===== config.mk =====
export PLATFORM = sky130hd
export DESIGN_NAME = ddr_fsw_seq
export DESIGN_NICKNAME = d
export VERILOG_FILES = /design/src/rtl/ddr_fsw_seq.sv
export SDC_FILE = /design/constraint.sdc
export NUM_CORES = 1
export LEC_CHECK = 0
export ABC_AREA = 1
export CAP_MARGIN = 20
export CORE_UTILIZATION = 50
export CTS_BUF_LIST = sky130_fd_sc_hd__clkbuf_4 sky130_fd_sc_hd__clkbuf_8 sky130_fd_sc_hd__clkbuf_16
export DETAILED_ROUTE_END_ITERATION = 10
export PLACE_DENSITY = 0.82
export SETUP_SLACK_MARGIN = 0.02
export SLEW_MARGIN = 5
export SYNTH_ARGS = -nofsm -noshare
export SYNTH_HDL_FRONTEND = slang
export SYNTH_SLANG_ARGS = --single-unit

===== constraint.sdc =====
create_clock -name i_clk -period 3.35 [get_ports i_clk]
set_clock_uncertainty 0.05 [all_clocks]
set_input_delay 0.5025 -clock i_clk [delete_from_list [all_inputs] [get_ports i_clk]]
set_output_delay 0.5025 -clock i_clk [all_outputs]
set_load 0.1 [all_outputs]

===== src/rtl/ddr_fsw_seq.sv =====
// DDR PHY frequency-switch sequencer: prepare, gate the clock, swap the VCO,
// wait for PLL lock (with timeout), ungate, then hand back an acknowledge.
//
// state  | meaning
// IDLE   | waiting for a switch request
// PREP   | pre-gate settle, i_prep_cnt+1 cycles
// GATE   | clock stopped, i_pre_cnt+1 cycles before the swap
// SWITCH | VCO select updated, one cycle
// LOCK   | waiting for PLL lock, at most i_lock_to+1 cycles
// UNGATE | clock running again, i_post_cnt+1 cycles
// ACK    | switch done, held until the request drops
module ddr_fsw_seq #(
  parameter int CNT_W = 8,
  parameter int TO_W  = 16
) (
  input  logic             i_clk,
  input  logic             i_rst_n,
  input  logic             i_req,
  input  logic             i_req_vco_sel,
  input  logic [CNT_W-1:0] i_prep_cnt,
  input  logic [CNT_W-1:0] i_pre_cnt,
  input  logic [CNT_W-1:0] i_post_cnt,
  input  logic [TO_W-1:0]  i_lock_to,
  input  logic             i_pll_lock,
  input  logic             i_err_clr,
  output logic             o_clk_gate,
  output logic             o_vco_sel,
  output logic             o_ack,
  output logic             o_busy,
  output logic             o_lock_err,
  output logic [2:0]       o_state
);

  typedef enum logic [2:0] {
    S_IDLE   = 3'd0,
    S_PREP   = 3'd1,
    S_GATE   = 3'd2,
    S_SWITCH = 3'd3,
    S_LOCK   = 3'd4,
    S_UNGATE = 3'd5,
    S_ACK    = 3'd6
  } state_t;

  state_t           state;
  logic [CNT_W-1:0] cnt;
  logic [TO_W-1:0]  to_cnt;
  logic             tgt;

  assign o_state = state;

  always_ff @(posedge i_clk or negedge i_rst_n) begin
    if (!i_rst_n) begin
      state      <= S_IDLE;
      cnt        <= '0;
      to_cnt     <= '0;
      tgt        <= 1'b0;
      o_clk_gate <= 1'b0;
      o_vco_sel  <= 1'b0;
      o_ack      <= 1'b0;
      o_busy     <= 1'b0;
      o_lock_err <= 1'b0;
    end else begin
      // A timeout in LOCK below overrides this clear, so set wins.
      if (i_err_clr) o_lock_err <= 1'b0;

      case (state)
        S_IDLE: begin
          if (i_req) begin
            tgt    <= i_req_vco_sel;
            o_busy <= 1'b1;
            if (i_req_vco_sel == o_vco_sel) begin
              state <= S_ACK;
              o_ack <= 1'b1;
            end else begin
              state <= S_PREP;
              cnt   <= i_prep_cnt;
            end
          end
        end
        S_PREP: begin
          if (cnt == '0) begin
            state      <= S_GATE;
            cnt        <= i_pre_cnt;
            o_clk_gate <= 1'b1;
          end else begin
            cnt <= cnt - CNT_W'(1);
          end
        end
        S_GATE: begin
          if (cnt == '0) begin
            state     <= S_SWITCH;
            o_vco_sel <= tgt;
          end else begin
            cnt <= cnt - CNT_W'(1);
          end
        end
        S_SWITCH: begin
          state  <= S_LOCK;
          to_cnt <= i_lock_to;
        end
        S_LOCK: begin
          // Lock is checked first so a lock on the final count is not an error.
          if (i_pll_lock || to_cnt == '0) begin
            state      <= S_UNGATE;
            cnt        <= i_post_cnt;
            o_clk_gate <= 1'b0;
            if (!i_pll_lock) o_lock_err <= 1'b1;
          end else begin
            to_cnt <= to_cnt - TO_W'(1);
          end
        end
        S_UNGATE: begin
          if (cnt == '0) begin
            state <= S_ACK;
            o_ack <= 1'b1;
          end else begin
            cnt <= cnt - CNT_W'(1);
          end
        end
        S_ACK: begin
          if (!i_req) begin
            state  <= S_IDLE;
            o_ack  <= 1'b0;
            o_busy <= 1'b0;
          end
        end
        default: begin
          state      <= S_IDLE;
          o_clk_gate <= 1'b0;
          o_ack      <= 1'b0;
          o_busy     <= 1'b0;
        end
      endcase
    end
  end

endmodule


==> impl_metrics.tcl <==
set metrics [dict create \
    yosys_warnings 0 \
    syn-cell-area_um2 2490 \
    num_antenna_cells 0 \
    coreArea_um2 4750 \
    period_needed_ns 2.37 \
    rsz0062_at_grt "false" \
    ys_types 36 \
    synth_area_leaders "dfrtp_1 33%, nand2_1 22%, nor2_1 6.6%" \
    max_slew_margin 0.351 \
    grt_antenna_before_repair 0 \
    drt_pre_antenna_iters 5 \
    synth-simple-area-share 0.418 \
    cts_root_buf "clkbuf_8" \
    slowest_stage "clkdlybuf4s50_1" \
    grt_overflow_total 0 \
    synth-xor-area-share 0.0317 \
    yosys.area.top_type "dfrtp_1" \
    num_io_pins 54 \
    clk_pin_slew_ns 0.07 \
    synthCells 385 \
    wl_per_cell_um 12.0 \
    crit_family "buffers and inverters" \
    clk_path_buf_depth 2 \
    hold_ws_ns 0.458 \
    critPathArrivalTime_ns 1.82 \
    avgViaCountPerCell 5.14 \
    synth_compound_gate_area_share 0.101 \
    hold_viol_final 0 \
    synthAdderAreaFrac 0.0151 \
    drt_iter0_drc 168 \
    grt_pass1_vias 2391 \
    grt_usage 0.246 \
    final_antenna_net_count 0 \
    crit_path_max_fanout 3 \
    worst_pin_slew_ns 0.970 \
    maxSlewViolCount 0 \
    die_w_um 72.6 \
    area_growth_pct 26.2 \
    synth_top_family_by_area "simple AND/OR/NAND/NOR gates" \
    dieArea_um2 5260 \
    status "finished, final reports clean" \
    wirelength_um 6060 \
    cts_buffers 5 \
    drc_errors 0 \
    grt_start_max_net_pins 34 \
    path_cells "clkdlybuf4s50_1" \
    place_hpwl_um 4480 \
    row_count 25 \
    cts.sinks 33 \
    via_count 2592 \
    finalNetCount 485 \
    synth_top_area_frac 0.332 \
    cts_resized 0 \
    synthMuxAreaShare 0.00905 \
    avgSynthCellArea_um2 6.46 \
    start_kind "flip-flop" \
    tns_ns 0 \
    cpPeakStageDelay_ns 1.14 \
    seq_area_frac_synth 0.332 \
    cp.buffers_inverters 1 \
    clock_latency_ns 0.29 \
    fin_crit_sh 0.707 \
    post_cts_buffers 0 \
    p_leak_nw 1.54 \
    cts.hold.buffers_added 0 \
    h-tree-depth 2 \
    drive_gt1_frac 0.0847 \
    end_kind "output pin" \
    die-height_um 72.6 \
    crit_type "flip-flop to output pin" \
    io_buffers 53 \
    initial_utilization 0.523 \
    grt_pass1_wl_um 10200 \
    power_density_nw_per_um2 981 \
    ys_ff_latch 33 \
    fmax_mhz 422 \
    syn_nets 434 \
    hold_class "flip-flop to flip-flop" \
    place.gp.congestion 0.965 \
    worstPathRequired_ns 2.80 \
    cap_violations 0 \
    cts_tree "built" \
    vdd_drop_max_v 0.000744 \
    setup_violations 0 \
]
-- layout make-up --
cell class / count / area, µm²
clock buffers: 7 / 96.3
clock inverters: 1 / 5.00
fillers: 443 / 1610
inverters: 45 / 169
multi-input cells: 297 / 1430
flip-flops and latches: 33 / 826
well taps: 67 / 83.8
repair buffers: 54 / 531
-- layer usage --
layer  track usage  vias up  routed length [µm]
met5             0        -                   0
met1         0.305     1155                2660
met3        0.0444       13                 387
met4        0.0806        0                 109
li1              -     1316                   -
met2         0.432      108                2900
-- path summary, 6_finish.rpt --
| kind | startpoint | end | slack [ns] | cells after the start |
|---|---|---|---|---|
| min in group asynchronous | i_rst_n | to_cnt[2] | 0.57 | 2 |
| worst min register to register | cnt[1] | cnt[1] | 0.46 | 2 |
| worst min-delay path | cnt[1] | cnt[1] | 0.46 | 2 |
| worst max-delay path | o_vco_sel | o_vco_sel | 0.98 | 1 |
| worst max register to register | o_state[1] | to_cnt[8] | 0.99 | 8 |
| max in group asynchronous | i_rst_n | to_cnt[8] | 2.38 | 2 |
-- state kept, by name, summed over array words and instances (netlist names) --
signal and count:
cnt 8, o_ack 1, o_busy 1, o_clk_gate 1, o_lock_err 1, o_state 3, o_vco_sel 1, tgt 1
to_cnt 16
-- per-stage QoR --
step	utilization	std cells	area [µm²]	setup slack [ns]	total power, mW
CTS	0.661	504	3140	0.964	3.07
detailed placement	0.639	496	3040	1.01	2.72
finish	0.661	504	3140	0.980	3.08
global placement	0.639	496	3040	1.09	2.68
floorplan	-	385	2490	1.15	2.34
global route	0.661	504	3140	0.751	3.38
-- cells in the final DEF (no fill, tap or decap) --
master	Yosys	layout
o21ai_0	10	10
nor2_2	3	3
or2_1	1	1
o32ai_1	1	1
nor2_1	44	44
xor2_1	2	2
o31ai_1	1	1
xnor2_1	7	7
nand2_1	143	143
inv_1	38	38
inv_2	7	7
nand2_4	1	1
clkdlybuf4s50_1	0	50
nand3_2	3	3
a211oi_1	1	1
a21oi_1	3	3
a31oi_1	1	1
dfrtp_1	33	33
clkinv_2	0	1
o211ai_1	6	6
ha_1	3	3
a22o_1	1	1
nor3_2	2	2
nor3_1	2	2
buf_4	3	4
mux2_2	2	2
nand3b_1	3	3
a21boi_0	1	1
o21ai_1	13	13
nand4_1	3	3
o22ai_1	1	1
clkbuf_8	0	7
nand3_1	27	27
nor2_4	2	2
nand2_2	5	5
or2_0	2	2
a22oi_1	3	3
-- where the power goes --
| group | internal [mW] | switching [mW] | total, mW |
|---|---|---|---|
| clock | 0.186 | 0.153 | 0.339 |
| sequential | 0.590 | 0.224 | 0.814 |
| combinational | 0.639 | 1.29 | 1.93 |
| total | 1.41 | 1.66 | 3.08 |
-- cell families after synthesis --
kind of cell / count (synthesis)
AND/OR/NAND/NOR: 241
adder cells (fa/ha/maj): 3
AO/OA/AOI/OAI: 42
multiplexers: 2
XOR/XNOR: 9
buffers and inverters: 55
flip-flops: 33
-- cell usage after synthesis --
master	instances
nand2_4	1
nand2_2	5
nor3_1	2
inv_2	7
xor2_1	2
a21boi_0	1
o31ai_1	1
o21ai_1	13
a211oi_1	1
nor2_2	3
o21ai_0	10
nand4_1	3
o211ai_1	6
nand2_1	143
nor2_4	2
nor2_1	44
or2_1	1
nand3_2	3
nand3b_1	3
buf_2	6
nand3_1	27
a22oi_1	3
a21oi_1	3
ha_1	3
buf_6	1
buf_4	3
a22o_1	1
xnor2_1	7
o32ai_1	1
mux2_2	2
o22ai_1	1
nor3_2	2
dfrtp_1	33
or2_0	2
inv_1	38
a31oi_1	1
Note: power is estimated with default switching activity, not from simulation.
